`config.mk`:
```
export PLATFORM = sky130hd
export DESIGN_NAME = accumulator_control
export DESIGN_NICKNAME = d
export VERILOG_FILES = /design/src/rtl/accumulator_ctrl_pkg.sv /design/src/rtl/accumulator_ctrl_decode.sv /design/src/rtl/accumulator_control.sv
export SDC_FILE = /design/constraint.sdc
export NUM_CORES = 1
export LEC_CHECK = 0
export CAP_MARGIN = 20
export CORE_MARGIN = 2
export CORE_UTILIZATION = 34
export CTS_CLUSTER_DIAMETER = 200
export DETAILED_ROUTE_END_ITERATION = 6
export PLACE_DENSITY_LB_ADDON = 0.15
export SYNTH_ARGS = -nofsm -noshare
export SYNTH_HDL_FRONTEND = slang
export SYNTH_SLANG_ARGS = --single-unit
```
`constraint.sdc`:
```
create_clock -name CLK -period 1.17 [get_ports CLK]
set_input_delay 0.117 -clock CLK [delete_from_list [all_inputs] [get_ports CLK]]
set_output_delay 0.117 -clock CLK [all_outputs]
set_load 0.1 [all_outputs]
```
`src/rtl/accumulator_ctrl_pkg.sv`:
```
// accumulator_ctrl_pkg
//   Shared types and encodings for the accumulator control unit:
//   - state_e   : 4-bit FSM state enum (value is what state_o shows)
//   - OP_*      : instruction opcodes (IR[15:12])
//   - *_sel     : mux select encodings driven towards the datapath
//   - ctrl_t    : bundle of control outputs produced by the decoder
package accumulator_ctrl_pkg;

  typedef enum logic [3:0] {
    S_IDLE     = 4'd0,
    S_FETCH    = 4'd1,
    S_DECODE   = 4'd2,
    S_MEM_RD   = 4'd3,
    S_ALU_EX   = 4'd4,
    S_ADDI_EX  = 4'd5,
    S_LOAD_WB  = 4'd6,
    S_STORE_EX = 4'd7,
    S_BR_EX    = 4'd8,
    S_JMP_EX   = 4'd9,
    S_PUSH1    = 4'd10,
    S_PUSH2    = 4'd11,
    S_POP1     = 4'd12,
    S_POP2     = 4'd13,
    S_POP3     = 4'd14,
    S_HALT     = 4'd15
  } state_e;

  // Opcodes
  localparam logic [3:0] OP_ADD   = 4'h0;
  localparam logic [3:0] OP_SUB   = 4'h1;
  localparam logic [3:0] OP_AND   = 4'h2;
  localparam logic [3:0] OP_OR    = 4'h3;
  localparam logic [3:0] OP_ADDI  = 4'h4;
  localparam logic [3:0] OP_LOAD  = 4'h5;
  localparam logic [3:0] OP_STORE = 4'h6;
  localparam logic [3:0] OP_BEQ   = 4'h7;
  localparam logic [3:0] OP_BNE   = 4'h8;
  localparam logic [3:0] OP_JUMP  = 4'h9;
  localparam logic [3:0] OP_PUSH  = 4'hA;
  localparam logic [3:0] OP_POP   = 4'hB;
  localparam logic [3:0] OP_HALT  = 4'hF;

  // PCSrc
  localparam logic [1:0] PCSRC_ALU    = 2'd0;
  localparam logic [1:0] PCSRC_ZE     = 2'd1;
  localparam logic [1:0] PCSRC_ALUOUT = 2'd2;

  // MemAddr
  localparam logic [1:0] MA_PC     = 2'd0;
  localparam logic [1:0] MA_ZE     = 2'd1;
  localparam logic [1:0] MA_ALUOUT = 2'd2;
  localparam logic [1:0] MA_SP     = 2'd3;

  // MemData
  localparam logic MD_ACC    = 1'b0;
  localparam logic MD_ALUOUT = 1'b1;

  // ALUSrcA
  localparam logic [1:0] SA_PC  = 2'd0;
  localparam logic [1:0] SA_ACC = 2'd1;
  localparam logic [1:0] SA_SP  = 2'd2;

  // ALUSrcB
  localparam logic [2:0] SB_MDR  = 3'd0;
  localparam logic [2:0] SB_TWO  = 3'd1;
  localparam logic [2:0] SB_SE   = 3'd2;
  localparam logic [2:0] SB_ZE   = 3'd3;
  localparam logic [2:0] SB_SL1  = 3'd4;
  localparam logic [2:0] SB_ZERO = 3'd5;

  // ALUOp
  localparam logic [2:0] ALU_ADD   = 3'd0;
  localparam logic [2:0] ALU_SUB   = 3'd1;
  localparam logic [2:0] ALU_AND   = 3'd2;
  localparam logic [2:0] ALU_OR    = 3'd3;
  localparam logic [2:0] ALU_PASSB = 3'd4;

  typedef struct packed {
    logic       ir_write;
    logic       pc_write;
    logic       branch;
    logic       bne_or_beq;
    logic [1:0] pc_src;
    logic [1:0] mem_addr;
    logic       mem_data;
    logic       mem_write;
    logic       acc_write;
    logic       sp_write;
    logic [1:0] alu_src_a;
    logic [2:0] alu_src_b;
    logic [2:0] alu_op;
    logic       halted;
  } ctrl_t;

endpackage

```
`src/rtl/accumulator_ctrl_decode.sv`:
```
// accumulator_ctrl_decode
//   Purely combinational map from (current state, opcode) to the control
//   bundle. Anything a state does not mention stays 0.
//   Ports:
//     state_i  : current FSM state
//     opcode_i : IR opcode field
//     ctrl_o   : control outputs towards the datapath
module accumulator_ctrl_decode
  import accumulator_ctrl_pkg::*;
(
  input  state_e     state_i,
  input  logic [3:0] opcode_i,
  output ctrl_t      ctrl_o
);

  always_comb begin
    ctrl_o = '0;
    case (state_i)
      S_FETCH: begin
        ctrl_o.mem_addr  = MA_PC;
        ctrl_o.ir_write  = 1'b1;
        ctrl_o.alu_src_a = SA_PC;
        ctrl_o.alu_src_b = SB_TWO;
        ctrl_o.alu_op    = ALU_ADD;
        ctrl_o.pc_src    = PCSRC_ALU;
        ctrl_o.pc_write  = 1'b1;
      end
      S_DECODE: begin
        // MDR picks up mem[ZE]; aluOut captures the branch target PC+SL1.
        ctrl_o.mem_addr  = MA_ZE;
        ctrl_o.alu_src_a = SA_PC;
        ctrl_o.alu_src_b = SB_SL1;
        ctrl_o.alu_op    = ALU_ADD;
      end
      S_MEM_RD: ctrl_o.mem_addr = MA_ZE;
      S_ALU_EX: begin
        // Opcodes 0..3 line up with ALU ADD/SUB/AND/OR.
        ctrl_o.alu_src_a = SA_ACC;
        ctrl_o.alu_src_b = SB_MDR;
        ctrl_o.alu_op    = {1'b0, opcode_i[1:0]};
        ctrl_o.acc_write = 1'b1;
      end
      S_ADDI_EX: begin
        ctrl_o.alu_src_a = SA_ACC;
        ctrl_o.alu_src_b = SB_SE;
        ctrl_o.alu_op    = ALU_ADD;
        ctrl_o.acc_write = 1'b1;
      end
      S_LOAD_WB: begin
        ctrl_o.alu_src_b = SB_MDR;
        ctrl_o.alu_op    = ALU_PASSB;
        ctrl_o.acc_write = 1'b1;
      end
      S_STORE_EX: begin
        ctrl_o.mem_addr  = MA_ZE;
        ctrl_o.mem_data  = MD_ACC;
        ctrl_o.mem_write = 1'b1;
      end
      S_BR_EX: begin
        // ACC - 0 drives the zero flag that qualifies Branch.
        ctrl_o.alu_src_a  = SA_ACC;
        ctrl_o.alu_src_b  = SB_ZERO;
        ctrl_o.alu_op     = ALU_SUB;
        ctrl_o.branch     = 1'b1;
        ctrl_o.bne_or_beq = (opcode_i == OP_BNE);
        ctrl_o.pc_src     = PCSRC_ALUOUT;
      end
      S_JMP_EX: begin
        ctrl_o.pc_src   = PCSRC_ZE;
        ctrl_o.pc_write = 1'b1;
      end
      S_PUSH1: begin
        ctrl_o.alu_src_a = SA_SP;
        ctrl_o.alu_src_b = SB_TWO;
        ctrl_o.alu_op    = ALU_SUB;
        ctrl_o.sp_write  = 1'b1;
      end
      S_PUSH2: begin
        ctrl_o.mem_addr  = MA_SP;
        ctrl_o.mem_data  = MD_ACC;
        ctrl_o.mem_write = 1'b1;
      end
      S_POP1: ctrl_o.mem_addr = MA_SP;
      S_POP2: begin
        ctrl_o.alu_src_b = SB_MDR;
        ctrl_o.alu_op    = ALU_PASSB;
        ctrl_o.acc_write = 1'b1;
      end
      S_POP3: begin
        ctrl_o.alu_src_a = SA_SP;
        ctrl_o.alu_src_b = SB_TWO;
        ctrl_o.alu_op    = ALU_ADD;
        ctrl_o.sp_write  = 1'b1;
      end
      S_HALT:  ctrl_o.halted = 1'b1;
      default: ctrl_o = '0;
    endcase
  end

endmodule

```
`src/rtl/accumulator_control.sv`:
```
// accumulator_control
//   Multicycle Moore control unit for the 16-bit accumulator datapath.
//   Holds the FSM state register and sticky illegal flag; all control
//   outputs are decoded from (state, IR opcode) by accumulator_ctrl_decode.
//   Ports:
//     CLK, reset            : clock (rising edge), synchronous active-high reset
//     IR                    : current instruction register
//     IRWrite..ALUOp        : datapath controls (see package encodings)
//     state_o               : current state (debug)
//     halted                : high while in HALT
//     illegal               : sticky, set when an illegal opcode is decoded
module accumulator_control
  import accumulator_ctrl_pkg::*;
#(
  parameter int OPC_MSB = 15,
  parameter int OPC_W   = 4
) (
  input  logic        CLK,
  input  logic        reset,
  input  logic [15:0] IR,
  output logic        IRWrite,
  output logic        PCWrite,
  output logic        Branch,
  output logic        bneOrbeq,
  output logic [1:0]  PCSrc,
  output logic [1:0]  MemAddr,
  output logic        MemData,
  output logic        MemWrite,
  output logic        AccWrite,
  output logic        SpWrite,
  output logic [1:0]  ALUSrcA,
  output logic [2:0]  ALUSrcB,
  output logic [2:0]  ALUOp,
  output logic [3:0]  state_o,
  output logic        halted,
  output logic        illegal
);

  state_e           state_q, state_d;
  logic             illegal_q, illegal_d;
  logic [OPC_W-1:0] opcode;
  ctrl_t            ctrl;

  assign opcode = IR[OPC_MSB -: OPC_W];

  always_comb begin
    state_d   = state_q;
    illegal_d = illegal_q;
    case (state_q)
      S_IDLE:   state_d = S_FETCH;
      S_FETCH:  state_d = S_DECODE;
      S_DECODE: begin
        case (opcode)
          OP_ADD, OP_SUB, OP_AND, OP_OR, OP_LOAD: state_d = S_MEM_RD;
          OP_ADDI:        state_d = S_ADDI_EX;
          OP_STORE:       state_d = S_STORE_EX;
          OP_BEQ, OP_BNE: state_d = S_BR_EX;
          OP_JUMP:        state_d = S_JMP_EX;
          OP_PUSH:        state_d = S_PUSH1;
          OP_POP:         state_d = S_POP1;
          OP_HALT:        state_d = S_HALT;
          default: begin
            // C, D, E: stop the machine and flag it.
            state_d   = S_HALT;
            illegal_d = 1'b1;
          end
        endcase
      end
      S_MEM_RD: state_d = (opcode == OP_LOAD) ? S_LOAD_WB : S_ALU_EX;
      S_PUSH1:  state_d = S_PUSH2;
      S_POP1:   state_d = S_POP2;
      S_POP2:   state_d = S_POP3;
      S_HALT:   state_d = S_HALT;
      default:  state_d = S_FETCH;
    endcase
  end

  always_ff @(posedge CLK) begin
    if (reset) begin
      state_q   <= S_IDLE;
      illegal_q <= 1'b0;
    end else begin
      state_q   <= state_d;
      illegal_q <= illegal_d;
    end
  end

  accumulator_ctrl_decode u_decode (
    .state_i  (state_q),
    .opcode_i (opcode),
    .ctrl_o   (ctrl)
  );

  assign IRWrite  = ctrl.ir_write;
  assign PCWrite  = ctrl.pc_write;
  assign Branch   = ctrl.branch;
  assign bneOrbeq = ctrl.bne_or_beq;
  assign PCSrc    = ctrl.pc_src;
  assign MemAddr  = ctrl.mem_addr;
  assign MemData  = ctrl.mem_data;
  assign MemWrite = ctrl.mem_write;
  assign AccWrite = ctrl.acc_write;
  assign SpWrite  = ctrl.sp_write;
  assign ALUSrcA  = ctrl.alu_src_a;
  assign ALUSrcB  = ctrl.alu_src_b;
  assign ALUOp    = ctrl.alu_op;
  assign halted   = ctrl.halted;
  assign illegal  = illegal_q;
  assign state_o  = state_q;

endmodule

```
==> load_flow_metrics.sql, run 1 <==
INSERT INTO impl_metrics (metric_group, metric, value, unit) VALUES
('status', 'toolErrorMsg', '[ERROR DPL-0038] Utilization greater than 100%, impossible to legalize', ''),
('placed_design', 'placedCellCount', '171', ''),
('synthesis', 'ys_seq_elements', '5', ''),
('placed_design', 'dp.final_hpwl', '2129', 'microns'),
('clock_network', 'cts_setup_buffers', '10', ''),
('placed_design', 'detailed_place.area', '1550', 'sq um'),
('synthesis', 'seq_area_frac_synth', '16.06', '%'),
('synthesis', 'postSynth.asyncResetShare', '0', '%'),
('synthesis', 'netlist-cell-type-count', '38', ''),
('synthesis', 'cell_with_the_most_instances_after_synthesis', 'sky130_fd_sc_hd__nor2_1', ''),
('synthesis', 'synth_largest_area_cell', 'sky130_fd_sc_hd__dfxtp_1', ''),
('floorplanning', 'fp.dieH', '46.81', 'microns'),
('synthesis', 'total_number_of_yosys_warnings', '0', ''),
('synthesis', 'ys_top_cells_by_count', 'sky130_fd_sc_hd__nor2_1, sky130_fd_sc_hd__a21oi_1, sky130_fd_sc_hd__nand2_1, sky130_fd_sc_hd__nand2b_1', ''),
('synthesis', 'synthesis.area_per_instance', '6.773', 'sq um'),
('clock_network', 'hold_buffers', '0', ''),
('clock_network', 'htreeDepth', '1', ''),
('synthesis', 'synthCells', '92', ''),
('status', 'stop_stage', 'clock tree synthesis (4_1_cts)', ''),
('synthesis', 'netlist_area', '623.1', 'sq um'),
('clock_network', 'clkSinkCount', '5', ''),
('floorplanning', 'ios', '44', ''),
('floorplanning', 'fp-row-count', '15', ''),
('synthesis', 'syn_nets', '110', ''),
('clock_network', 'cts-root-to-sink-buffers', '2', ''),
('clock_network', 'cts_made_buffers', '3', ''),
('synthesis', 'synthDominantCellAreaShare', '16.06', '%'),
('synthesis', 'synthFlopType', 'sky130_fd_sc_hd__dfxtp_1', ''),
('clock_network', 'cts-resized-gates', '31', ''),
('clock_network', 'cts.root.buffer_cell', 'sky130_fd_sc_hd__clkbuf_4', ''),
('placed_design', 'pre_cts_slack', '-395.6', 'ps'),
('floorplanning', 'initial_utilization', '36.09', '%'),
('floorplanning', 'floorplan.die.width', '46.81', 'microns'),
('placed_design', 'gp_congestion', '0.8492', ''),
('status', 'run_status', 'stopped before the end', ''),
('synthesis', 'synth.area.top_cells', 'sky130_fd_sc_hd__dfxtp_1, sky130_fd_sc_hd__nor2_1, sky130_fd_sc_hd__a21oi_1, sky130_fd_sc_hd__nand2b_1, sky130_fd_sc_hd__a21oi_2', ''),
('placed_design', 'io_buffer_count', '30', ''),
('synthesis', 'synth_edf_count', '0', '');
-- kinds of logic after synthesis --
logic type | Yosys count | synth area share [%]
and+or+nand+nor | 44 | 39.16
AOI/OAI and AO/OA | 28 | 30.12
buffers and inverters | 12 | 11.24
DFF | 5 | 16.06
xor gates and xnor gates | 2 | 2.812
other | 1 | 0.6018
-- metrics by stage --
step	TNS, ps	util [%]
3_5_place_dp	-2265	89.78
2_1_floorplan	-12440	-
3_3_place_gp	-1481	89.78
==> run 2, diff against run 1 <==
--- a/config.mk
+++ b/config.mk
@@ -6,10 +6,9 @@
 export NUM_CORES = 1
 export LEC_CHECK = 0
 export CAP_MARGIN = 20
-export CORE_MARGIN = 2
-export CORE_UTILIZATION = 34
-export CTS_CLUSTER_DIAMETER = 200
+export CORE_AREA = 2 2 63 65
 export DETAILED_ROUTE_END_ITERATION = 6
+export DIE_AREA = 0 0 65 67
 export PLACE_DENSITY_LB_ADDON = 0.15
 export SYNTH_ARGS = -nofsm -noshare
 export SYNTH_HDL_FRONTEND = slang
==> run 2 against run 1 <==
Effect of this change: the flow now finishes, with violations (setup timing); area after synthesis stayed put; synthesized cell count stayed put.
==> load_flow_metrics.sql, run 2 <==
INSERT INTO impl_metrics (metric_group, metric, value, unit) VALUES
('status', 'run_status', 'complete, but fails checks', ''),
('status', 'failed_checks', 'setup timing', ''),
('synthesis', 'syn_nets', '110', ''),
('sta', 'hold_viol_final', '0', ''),
('drt', 'routed_wire_length_per_instance', '11.75', 'microns'),
('global_route', 'track_usage', '12.21', '%'),
('synthesis', 'cell_with_the_most_instances_after_synthesis', 'sky130_fd_sc_hd__nor2_1', ''),
('global_route', 'antenna_found_initial', '0', ''),
('cells_and_area', 'instances_no_fill', '208', ''),
('placed_design', 'dp.final_hpwl', '1867', 'microns'),
('run', 'cap_violations', '0', ''),
('drt', 'antenna_left', '0', ''),
('clock_network', 'cts_made_buffers', '3', ''),
('worst_setup_path', 'slowest_stage', 'sky130_fd_sc_hd__dfxtp_4', ''),
('worst_setup_path', 'number_of_buffer_and_inverter_instances_along_the_worst_setup_path', '1', ''),
('sta', 'final.setup_skew', '2.507', 'ps'),
('worst_setup_path', 'path_max_fanout', '10', ''),
('synthesis', 'synthCells', '92', ''),
('cells_and_area', 'finish.net_count', '179', ''),
('drt', 'drc_errors', '0', ''),
('worst_hold_path', 'worstHoldPathType', 'reg -> reg', ''),
('worst_setup_path', 'cp_slowest_stage_delay', '390', 'ps'),
('floorplanning', 'floorplan.die.width', '65', 'microns'),
('floorplanning', 'die_footprint', '4355', 'sq um'),
('worst_setup_path', 'critical_path_cell_sequence', 'nand2b_2 > nor3_4 > o21bai_4 > buf_12', ''),
('synthesis', 'synth_largest_area_cell', 'sky130_fd_sc_hd__dfxtp_1', ''),
('global_route', 'grt_start_max_net_pins', '12', ''),
('placed_design', 'placedCellCount', '194', ''),
('floorplanning', 'fp-row-count', '22', ''),
('worst_setup_path', 'worstReg2RegEnd', 'state_o[2]', ''),
('cells_and_area', 'inserted_diodes', '0', ''),
('worst_setup_path', 'worst-r2r-cell-count', '6', ''),
('synthesis', 'postSynth.asyncResetShare', '0', '%'),
('global_route', 'grt_overflow_total', '0', ''),
('sta', 'finalMaxSlewViolations', '0', ''),
('floorplanning', 'initial_utilization', '17.28', '%'),
('drt', 'detail_route.wirelength', '2445', 'microns'),
('cells_and_area', 'multi_input_area', '675.6', 'sq um'),
('drt', 'drt_pre_antenna_iters', '2', ''),
('worst_setup_path', 'crit-reg2reg-launch', 'state_o[3]', ''),
('synthesis', 'synthFlopType', 'sky130_fd_sc_hd__dfxtp_1', ''),
('sta', 'period_utilisation_layout', '127.7', '%'),
('sta', 'tns', '-5288', 'ps'),
('power_and_ir_drop', 'leakagePower', '0.7286', 'nW'),
('global_route', 'grt_pass1_vias', '942', ''),
('worst_setup_path', 'ff2ff_setup_slack', '-120', 'ps'),
('synthesis', 'ys_seq_elements', '5', ''),
('floorplanning', 'ios', '44', ''),
('cells_and_area', 'fillers', '331', ''),
('clock_network', 'tritoncts', 'yes', ''),
('worst_setup_path', 'timing.critical_path.arrival', '1380', 'ps'),
('drt', 'drt_iter0_drc', '12', ''),
('cells_and_area', 'most_frequent_cells_in_the_layout', 'sky130_fd_sc_hd__buf_4, sky130_fd_sc_hd__buf_12, sky130_fd_sc_hd__buf_6', ''),
('synthesis', 'total_number_of_yosys_warnings', '0', ''),
('drt', 'avgViaCountPerCell', '4.375', ''),
('worst_hold_path', 'hold-path-endpoint', 'illegal', ''),
('placed_design', 'io_buffer_count', '30', ''),
('worst_hold_path', 'min_delay_path_depth', '2', ''),
('sta', 'final_setup_viols', '26', ''),
('clock_network', 'cts.root.buffer_cell', 'sky130_fd_sc_hd__clkbuf_8', ''),
('worst_setup_path', 'required', '1050', 'ps'),
('clock_network', 'clkSinkCount', '5', ''),
('cells_and_area', 'areaGrowthSynthToFinish', '197.2', '%'),
('sta', 'min_period', '1495', 'ps'),
('clock_network', 'cts-root-to-sink-buffers', '2', ''),
('sta', 'rsz0062_at_grt', 'true', ''),
('drt', 'routed-via-count', '910', ''),
('cells_and_area', 'largest_register_ff_count', '4', ''),
('synthesis', 'netlist-cell-type-count', '38', ''),
('cells_and_area', 'layout.cells.most_common', 'sky130_fd_sc_hd__buf_4', ''),
('placed_design', 'gp_congestion', '0.7571', ''),
('worst_setup_path', 'critical_path_s_top_delay_family', 'simple AND/OR/NAND/NOR gates', ''),
('power_and_ir_drop', 'ir_worst_vdd', '0.0006192', 'V'),
('synthesis', 'seq_area_frac_synth', '16.06', '%'),
('power_and_ir_drop', 'powerDensity', '615.4', 'nW/um^2'),
('sta', 'max_freq', '0.6691', 'GHz'),
('worst_setup_path', 'timing.setup.critical_path_class', 'reg -> out', ''),
('global_route', 'grt_pass1_wl', '4188', 'microns'),
('worst_hold_path', 'holdCritStartpoint', 'illegal', ''),
('cells_and_area', 'finalCoreUtilization', '51.35', '%'),
('clock_network', 'clock_latency', '220', 'ps'),
('synthesis', 'synth.area.top_cells', 'sky130_fd_sc_hd__dfxtp_1, sky130_fd_sc_hd__nor2_1, sky130_fd_sc_hd__a21oi_1, sky130_fd_sc_hd__nand2b_1, sky130_fd_sc_hd__a21oi_2', ''),
('synthesis', 'netlist_area', '623.1', 'sq um'),
('cells_and_area', 'sequential_cell_area', '115.1', 'sq um'),
('clock_network', 'hold_buffers', '0', ''),
('floorplanning', 'fp.dieH', '67', 'microns'),
('synthesis', 'ys_top_cells_by_count', 'sky130_fd_sc_hd__nor2_1, sky130_fd_sc_hd__a21oi_1, sky130_fd_sc_hd__nand2_1, sky130_fd_sc_hd__nand2b_1', ''),
('synthesis', 'synthDominantCellAreaShare', '16.06', '%'),
('worst_setup_path', 'kind_of_end_point_of_the_critical_path', 'primary output', ''),
('clock_network', 'cts.clk_slew.worst_paths', '40', 'ps'),
('synthesis', 'synthesis.area_per_instance', '6.773', 'sq um'),
('clock_network', 'htreeDepth', '1', ''),
('sta', 'final.setup.worst_slack', '-324.5', 'ps'),
('floorplanning', 'core_footprint', '3606', 'sq um'),
('synthesis', 'synth_edf_count', '0', ''),
('cells_and_area', 'final_layout_size_suffix_gt1_share', '74.38', '%'),
('worst_setup_path', 'crit_path_start_kind', 'flip-flop', '');
==> run 2: cell counts after synthesis <==
No cell type changed its count.
==> run 2: metrics by stage <==
step	hold slack [ps]	power, mW	area [sq um]	setup slack [ps]
6_report	528.3	1.140	1852	-324.5
5_1_grt	548.3	1.196	1852	-392.2
3_5_place_dp	523.4	0.7841	1592	-393.7
2_1_floorplan	176.4	0.5433	798.3	-1446
3_3_place_gp	533.2	0.7797	1592	-378.0
4_1_cts	537.2	1.140	1800	-338.4
==> run 2: how the worst max path moves through the flow <==
stage / startpoint / slack, ps / endpoint / cells past startpoint
finish: state_o[1] / -320 / ALUSrcB[0] / 4
global route: state_o[1] / -390 / ALUSrcB[0] / 4
CTS: state_o[0] / -340 / bneOrbeq / 4
detailed placement: IR[14] / -390 / bneOrbeq / 5
global placement: IR[14] / -380 / bneOrbeq / 5
floorplan: state_o[3] / -1450 / bneOrbeq / 3
==> run 2: worst register-to-register path, cell delays in order (launching register included) <==
cell and delay, ps:
sky130_fd_sc_hd__dfxtp_4 390, sky130_fd_sc_hd__buf_6 150, sky130_fd_sc_hd__buf_6 120, sky130_fd_sc_hd__nor2b_4 110, sky130_fd_sc_hd__a211oi_2 220, sky130_fd_sc_hd__o21ai_2 120, sky130_fd_sc_hd__a21oi_2 110
==> run 2: timing repair <==
item                       in CTS  in global routing
setup endpoints to repair      25                 26
pin swaps                      12                 12
buffers inserted               10                  3
gates resized for setup        23                 16
gates cloned                    0                  0
==> run 2: power breakdown <==
group / internal (mW) / total [mW] / leakage (nW) / switching, mW
Combinational: 0.273 / 0.634 / 0.662 / 0.360
Clock: 0.233 / 0.311 / 0.0228 / 0.0778
Sequential: 0.175 / 0.195 / 0.0436 / 0.0200
Total: 0.681 / 1.14 / 0.729 / 0.458
==> run 2: final cells by class <==
cell class / count / area share [%]
clock buffers: 4 / 2.432
inverters: 3 / 0.7432
multi-input cells: 75 / 36.49
flip-flops and latches: 5 / 6.216
well taps: 48 / 3.243
repair buffers: 73 / 50.88
==> run 2: cells by family (layout without fill, tap and decap cells) <==
group           Yosys count  after routing  synth area share (%)
other cells               1              1                0.6018
xor+xnor                  2              2                 2.812
buf+inv                  12             80                 11.24
simple gates             44             44                 39.16
compound gates           28             28                 30.12
flops                     5              5                 16.06
==> run 2: per-layer routing <==
metal | global-route usage, % | vias up | part of all wire, %
met1 | 13.28 | 426 | 40
met2 | 23.32 | 30 | 53
met5 | 0 | - | 0
li1 | - | 454 | -
met4 | 2.394 | 0 | 0
met3 | 3.547 | 0 | 7.0
No activity file was read; power rests on OpenSTA's default activity.
==> run 3, diff against run 2 <==
==> constraint.sdc (replaced) <==
create_clock -name CLK -period 1.55 [get_ports CLK]
set_input_delay 0.155 -clock CLK [delete_from_list [all_inputs] [get_ports CLK]]
set_output_delay 0.155 -clock CLK [all_outputs]
set_load 0.1 [all_outputs]
==> run 3 against run 2 <==
Effect of this change: the run now ends clean; core utilization decreased by 5.1 points; total power shrank 26%; critical path depth grew 1; count of clock-buffer cells in the layout stayed put; combinational power shrank 30%; hold slack got worse by 54 ps; largest cell class unchanged; non-clock buffer count decreased by 13.
==> load_flow_metrics.sql, run 3 (synthesized netlist as in run 2, its figures left out) <==
INSERT INTO impl_metrics (metric_group, metric, value, unit) VALUES
('sta', 'rsz0062_at_grt', 'true', ''),
('cells_and_area', 'finalCoreUtilization', '46.25', '%'),
('sta', 'period_utilisation_layout', '99.64', '%'),
('worst_setup_path', 'crit_path_start_kind', 'flip-flop', ''),
('floorplanning', 'fp.dieH', '67', 'microns'),
('power_and_ir_drop', 'leakagePower', '0.6621', 'nW'),
('drt', 'antenna_left', '0', ''),
('clock_network', 'cts.clk_slew.worst_paths', '40', 'ps'),
('global_route', 'antenna_found_initial', '0', ''),
('cells_and_area', 'areaGrowthSynthToFinish', '167.7', '%'),
('clock_network', 'htreeDepth', '1', ''),
('sta', 'final.setup.worst_slack', '5.555', 'ps'),
('drt', 'drc_errors', '0', ''),
('floorplanning', 'floorplan.die.width', '65', 'microns'),
('sta', 'min_period', '1544', 'ps'),
('cells_and_area', 'largest_register_ff_count', '4', ''),
('clock_network', 'tritoncts', 'yes', ''),
('cells_and_area', 'final_layout_size_suffix_gt1_share', '65.99', '%'),
('sta', 'final_setup_viols', '0', ''),
('cells_and_area', 'instances_no_fill', '195', ''),
('cells_and_area', 'inserted_diodes', '0', ''),
('drt', 'avgViaCountPerCell', '4.328', ''),
('floorplanning', 'fp-row-count', '22', ''),
('clock_network', 'cts.root.buffer_cell', 'sky130_fd_sc_hd__clkbuf_8', ''),
('global_route', 'grt_pass1_vias', '784', ''),
('worst_setup_path', 'required', '1390', 'ps'),
('clock_network', 'clock_latency', '230', 'ps'),
('worst_setup_path', 'path_max_fanout', '5', ''),
('worst_hold_path', 'worstHoldPathType', 'in -> reg', ''),
('drt', 'routed-via-count', '844', ''),
('drt', 'drt_pre_antenna_iters', '4', ''),
('placed_design', 'pre_cts_slack', '-81.35', 'ps'),
('status', 'run_status', 'finished clean', ''),
('run', 'cap_violations', '0', ''),
('global_route', 'track_usage', '10.62', '%'),
('worst_hold_path', 'min_delay_path_depth', '4', ''),
('cells_and_area', 'most_frequent_cells_in_the_layout', 'sky130_fd_sc_hd__buf_12, sky130_fd_sc_hd__buf_4, sky130_fd_sc_hd__nor2_4, sky130_fd_sc_hd__a21oi_1, sky130_fd_sc_hd__nor2_1', ''),
('floorplanning', 'ios', '44', ''),
('sta', 'finalMaxSlewViolations', '0', ''),
('global_route', 'grt_pass1_wl', '3574', 'microns'),
('power_and_ir_drop', 'ir_worst_vdd', '0.0004034', 'V'),
('worst_setup_path', 'worst-r2r-cell-count', '6', ''),
('drt', 'routed_wire_length_per_instance', '11.84', 'microns'),
('sta', 'max_freq', '0.6475', 'GHz'),
('clock_network', 'hold_buffers', '0', ''),
('floorplanning', 'core_footprint', '3606', 'sq um'),
('worst_setup_path', 'timing.critical_path.arrival', '1390', 'ps'),
('sta', 'tns', '0', 'ps'),
('clock_network', 'cts_made_buffers', '3', ''),
('worst_setup_path', 'slowest_stage', 'sky130_fd_sc_hd__dfxtp_4', ''),
('floorplanning', 'die_footprint', '4355', 'sq um'),
('drt', 'detail_route.wirelength', '2308', 'microns'),
('worst_setup_path', 'kind_of_end_point_of_the_critical_path', 'primary output', ''),
('placed_design', 'gp_congestion', '0.8459', ''),
('placed_design', 'io_buffer_count', '30', ''),
('worst_setup_path', 'critical_path_cell_sequence', 'buf_6 > nand2_2 > a21o_1 > a32o_4 > buf_12', ''),
('cells_and_area', 'fillers', '349', ''),
('cells_and_area', 'layout.cells.most_common', 'sky130_fd_sc_hd__buf_12', ''),
('worst_setup_path', 'cp_slowest_stage_delay', '400', 'ps'),
('power_and_ir_drop', 'powerDensity', '507.6', 'nW/um^2'),
('sta', 'final.setup_skew', '3.591', 'ps'),
('clock_network', 'cts-root-to-sink-buffers', '2', ''),
('drt', 'drt_iter0_drc', '22', ''),
('placed_design', 'dp.final_hpwl', '1680', 'microns'),
('cells_and_area', 'finish.net_count', '166', ''),
('worst_setup_path', 'timing.setup.critical_path_class', 'reg -> out', ''),
('global_route', 'grt_overflow_total', '0', ''),
('clock_network', 'clkSinkCount', '5', ''),
('sta', 'hold_viol_final', '0', ''),
('placed_design', 'placedCellCount', '176', ''),
('floorplanning', 'initial_utilization', '17.28', '%'),
('sta', 'final_hold_slack', '474.2', 'ps'),
('global_route', 'grt_start_max_net_pins', '11', '');
-- run 3: cell type report --
| type | count | area, sq um | area share (%) |
|---|---|---|---|
| Timing Repair Buffer | 60 | 805.8 | 48.31 |
| Clock buffer | 4 | 45.04 | 2.701 |
| Sequential cell | 5 | 115.1 | 6.902 |
| Multi-Input combinational cell | 75 | 630.6 | 37.81 |
| Inverter | 3 | 11.26 | 0.6752 |
| Tap cell | 48 | 60.06 | 3.601 |
-- run 3: worst max-delay path, delay by kind of cell, from the launching register on --
kind / cells / cell delay (ps)
AOI/OAI and AO/OA: 2 / 440
buffers and inverters: 2 / 270
DFF: 1 / 400
and+or+nand+nor: 1 / 40
-- run 3: final timing paths --
path	from	endpoint	slack [ps]
worst min register to register	illegal	illegal	540
worst max-delay path	state_o[3]	MemAddr[0]	6
worst min-delay path	IR[15]	state_o[3]	470
worst max register to register	state_o[3]	state_o[1]	260
-- run 3: metal layers --
layer	wire length [microns]	share of wire (%)	GRT usage, %
met1	936	41	12.51
met2	1202	52	18.69
met4	30	1.3	3.989
met3	138	6.0	2.365
met5	0	0	0
-- run 3: stage by stage --
step,power (mW),area [sq um]
after floorplan,0.4079,788.3
after global placement,0.5451,1440
after detailed placement,0.5478,1440
after CTS,0.8174,1538
after global routing,0.8837,1668
final,0.8467,1668
-- run 3: repair_timing --
action,CTS,global route
setup endpoints to repair,11,9
pin swaps,1,9
gates resized for setup,5,14
buffers inserted,3,12
-- run 3: where the power goes --
group	internal, mW	switching, mW	total, mW
Sequential	0.132	0.0128	0.145
Combinational	0.182	0.264	0.446
Clock	0.178	0.0785	0.256
Total	0.491	0.356	0.847
==> run 4, diff against run 3 <==
--- a/config.mk
+++ b/config.mk
@@ -6,10 +6,11 @@
 export NUM_CORES = 1
 export LEC_CHECK = 0
 export CAP_MARGIN = 20
-export CORE_AREA = 2 2 63 65
+export CORE_AREA = 8 8 69 71
 export DETAILED_ROUTE_END_ITERATION = 6
-export DIE_AREA = 0 0 65 67
+export DIE_AREA = 0 0 77 79
 export PLACE_DENSITY_LB_ADDON = 0.15
+export SLEW_MARGIN = 25
 export SYNTH_ARGS = -nofsm -noshare
 export SYNTH_HDL_FRONTEND = slang
 export SYNTH_SLANG_ARGS = --single-unit
==> run 4 against run 3 <==
Effect of this change: total power decreased by 6.0%; largest cell class unchanged; cell count decreased by 3.1%; largest power group unchanged; register-to-register slack improved by 40 ps; clock skew decreased by 0.85 ps; sequential cell count unchanged; sequential share of layout area increased by 0.39 points; sequential power increased by 3%; global-route usage decreased by 3.0 points; count of clock-buffer cells in the layout unchanged.
==> load_flow_metrics.sql, run 4 (synthesized netlist as in run 2, its figures left out) <==
INSERT INTO impl_metrics (metric_group, metric, value, unit) VALUES
('status', 'run_status', 'finished clean', ''),
('clock_network', 'cts_made_buffers', '3', ''),
('floorplanning', 'die_footprint', '6083', 'sq um'),
('clock_network', 'htreeDepth', '1', ''),
('placed_design', 'io_buffer_count', '30', ''),
('placed_design', 'detailed_place.area', '1443', 'sq um'),
('global_route', 'grt_overflow_total', '0', ''),
('cells_and_area', 'layout.cells.most_common', 'sky130_fd_sc_hd__buf_12', ''),
('worst_setup_path', 'worstReg2RegEnd', 'state_o[0]', ''),
('placed_design', 'pre_cts_slack', '-82.34', 'ps'),
('worst_setup_path', 'required', '1390', 'ps'),
('worst_setup_path', 'ff2ff_setup_slack', '300', 'ps'),
('worst_setup_path', 'crit_path_start_kind', 'input port', ''),
('placed_design', 'dp.final_hpwl', '1837', 'microns'),
('worst_setup_path', 'worst-r2r-cell-count', '5', ''),
('placed_design', 'gp_congestion', '0.8006', ''),
('drt', 'routed-via-count', '812', ''),
('global_route', 'antenna_found_initial', '0', ''),
('worst_setup_path', 'kind_of_end_point_of_the_critical_path', 'primary output', ''),
('cells_and_area', 'most_frequent_cells_in_the_layout', 'sky130_fd_sc_hd__buf_12, sky130_fd_sc_hd__buf_4, sky130_fd_sc_hd__nor2_1', ''),
('sta', 'min_period', '1539', 'ps'),
('global_route', 'track_usage', '7.627', '%'),
('cells_and_area', 'areaGrowthSynthToFinish', '153.2', '%'),
('sta', 'hold_viol_final', '0', ''),
('clock_network', 'clkSinkCount', '5', ''),
('drt', 'drt_iter0_drc', '32', ''),
('worst_hold_path', 'hold-path-endpoint', 'state_o[3]', ''),
('worst_hold_path', 'worstHoldPathType', 'in -> reg', ''),
('drt', 'antenna_left', '0', ''),
('sta', 'final_setup_viols', '0', ''),
('power_and_ir_drop', 'leakagePower', '0.6093', 'nW'),
('worst_setup_path', 'timing.critical_path.arrival', '1380', 'ps'),
('worst_hold_path', 'min_delay_path_depth', '4', ''),
('worst_setup_path', 'critical_path_cell_sequence', 'clkdlybuf4s50_1 > nand2b_4 > or2_4 > nor3b_4 > buf_12', ''),
('drt', 'drt_pre_antenna_iters', '4', ''),
('worst_setup_path', 'critical_path_cell_count', '5', ''),
('clock_network', 'hold_buffers', '0', ''),
('cells_and_area', 'finish.net_count', '158', ''),
('clock_network', 'clock_latency', '220', 'ps'),
('drt', 'avgViaCountPerCell', '4.296', ''),
('global_route', 'grt_pass1_vias', '865', ''),
('worst_setup_path', 'crit-reg2reg-launch', 'state_o[3]', ''),
('floorplanning', 'core_footprint', '3799', 'sq um'),
('cells_and_area', 'fillers', '393', ''),
('cells_and_area', 'largest_register_ff_count', '4', ''),
('floorplanning', 'fp.dieH', '79', 'microns'),
('global_route', 'grt_start_max_net_pins', '11', ''),
('worst_hold_path', 'holdCritStartpoint', 'IR[15]', ''),
('floorplanning', 'initial_utilization', '16.40', '%'),
('worst_setup_path', 'timing.setup.critical_path_class', 'in -> out', ''),
('worst_setup_path', 'slowest_stage', 'sky130_fd_sc_hd__clkdlybuf4s50_1', ''),
('floorplanning', 'ios', '44', ''),
('clock_network', 'tritoncts', 'yes', ''),
('drt', 'drc_errors', '0', ''),
('worst_setup_path', 'critical_path_s_top_delay_family', 'buffers and inverters', ''),
('cells_and_area', 'instances_no_fill', '189', ''),
('sta', 'final.setup.worst_slack', '10.54', 'ps'),
('floorplanning', 'fp-row-count', '23', ''),
('sta', 'period_utilisation_layout', '99.32', '%'),
('sta', 'rsz0062_at_grt', 'true', ''),
('power_and_ir_drop', 'powerDensity', '504.6', 'nW/um^2'),
('worst_setup_path', 'number_of_buffer_and_inverter_instances_along_the_worst_setup_path', '2', ''),
('cells_and_area', 'post-route-cell-area', '1578', 'sq um'),
('clock_network', 'cts.root.buffer_cell', 'sky130_fd_sc_hd__clkbuf_8', ''),
('floorplanning', 'floorplan.die.width', '77', 'microns'),
('power_and_ir_drop', 'ir_worst_vdd', '0.0005332', 'V'),
('global_route', 'grt_pass1_wl', '3939', 'microns'),
('sta', 'finalMaxSlewViolations', '0', ''),
('drt', 'detail_route.wirelength', '2266', 'microns'),
('sta', 'max_freq', '0.6496', 'GHz'),
('placed_design', 'placedCellCount', '178', ''),
('clock_network', 'cts-root-to-sink-buffers', '2', ''),
('drt', 'routed_wire_length_per_instance', '11.99', 'microns'),
('worst_setup_path', 'path_max_fanout', '2', ''),
('worst_setup_path', 'cp_slowest_stage_delay', '410', 'ps'),
('cells_and_area', 'inserted_diodes', '0', ''),
('run', 'cap_violations', '0', ''),
('clock_network', 'cts.clk_slew.worst_paths', '40', 'ps'),
('sta', 'final.setup_skew', '2.739', 'ps'),
('cells_and_area', 'final_layout_size_suffix_gt1_share', '63.31', '%');
## run 4: power by group
part	switching [mW]	internal (mW)	leakage, nW	total (mW)
sequential	0.0177	0.132	0.0436	0.150
combinational	0.250	0.157	0.543	0.407
clock	0.0628	0.176	0.0228	0.239
total	0.330	0.466	0.609	0.796
## run 4: cell type report
class / instances / area, sq um / area share (%)
multi-input cells: 75 / 619.3 / 39.25
clock buffers: 4 / 45.04 / 2.855
well taps: 50 / 62.56 / 3.965
flip-flops and latches: 5 / 115.1 / 7.296
repair buffers: 52 / 721.9 / 45.76
inverters: 3 / 13.76 / 0.8723
## run 4: worst register-to-register path, stage by stage (launching register included)
cell	delay, ps
sky130_fd_sc_hd__dfxtp_4	390
sky130_fd_sc_hd__buf_4	180
sky130_fd_sc_hd__nor3_4	200
sky130_fd_sc_hd__buf_4	150
sky130_fd_sc_hd__nand3b_1	90
sky130_fd_sc_hd__a21oi_1	160
## run 4: worst max path at each step
| stage | start | to | slack, ps |
|---|---|---|---|
| floorplan | state_o[3] | bneOrbeq | -1100 |
| global placement | IR[14] | bneOrbeq | -80 |
| detailed placement | IR[14] | bneOrbeq | -80 |
| CTS | state_o[2] | bneOrbeq | -9 |
| global route | state_o[2] | bneOrbeq | -50 |
| finish | IR[14] | bneOrbeq | 10 |
## run 4: layer usage
layer  track usage, %  part of all wire, %  vias to the layer above
met5                0                    0                        -
li1                 -                    -                      410
met1            8.541                   42                      374
met4                0                    0                        0
met2            13.85                   50                       28
met3            3.386                  7.4                        0
## run 4: repair_timing
item / 4_1_cts / 5_1_grt
setup buffers: 7 / 0
gates resized for setup: 5 / 5
setup endpoints to repair: 11 / 8
pin swaps: 3 / 2
## run 4: through the flow
stage / util [%] / power [mW] / hold WS (ps) / setup TNS [ps]
4_1_cts: 41.04 / 0.8018 / 561.8 / -8.757
5_1_grt: 41.53 / 0.8349 / 497.2 / -127.5
2_1_floorplan: - / 0.4079 / 214.4 / -5528
3_5_place_dp: 37.98 / 0.5472 / 531.6 / -82.34
6_report: 41.53 / 0.7961 / 462.6 / 0
3_3_place_gp: 37.98 / 0.5456 / 531.4 / -77.09
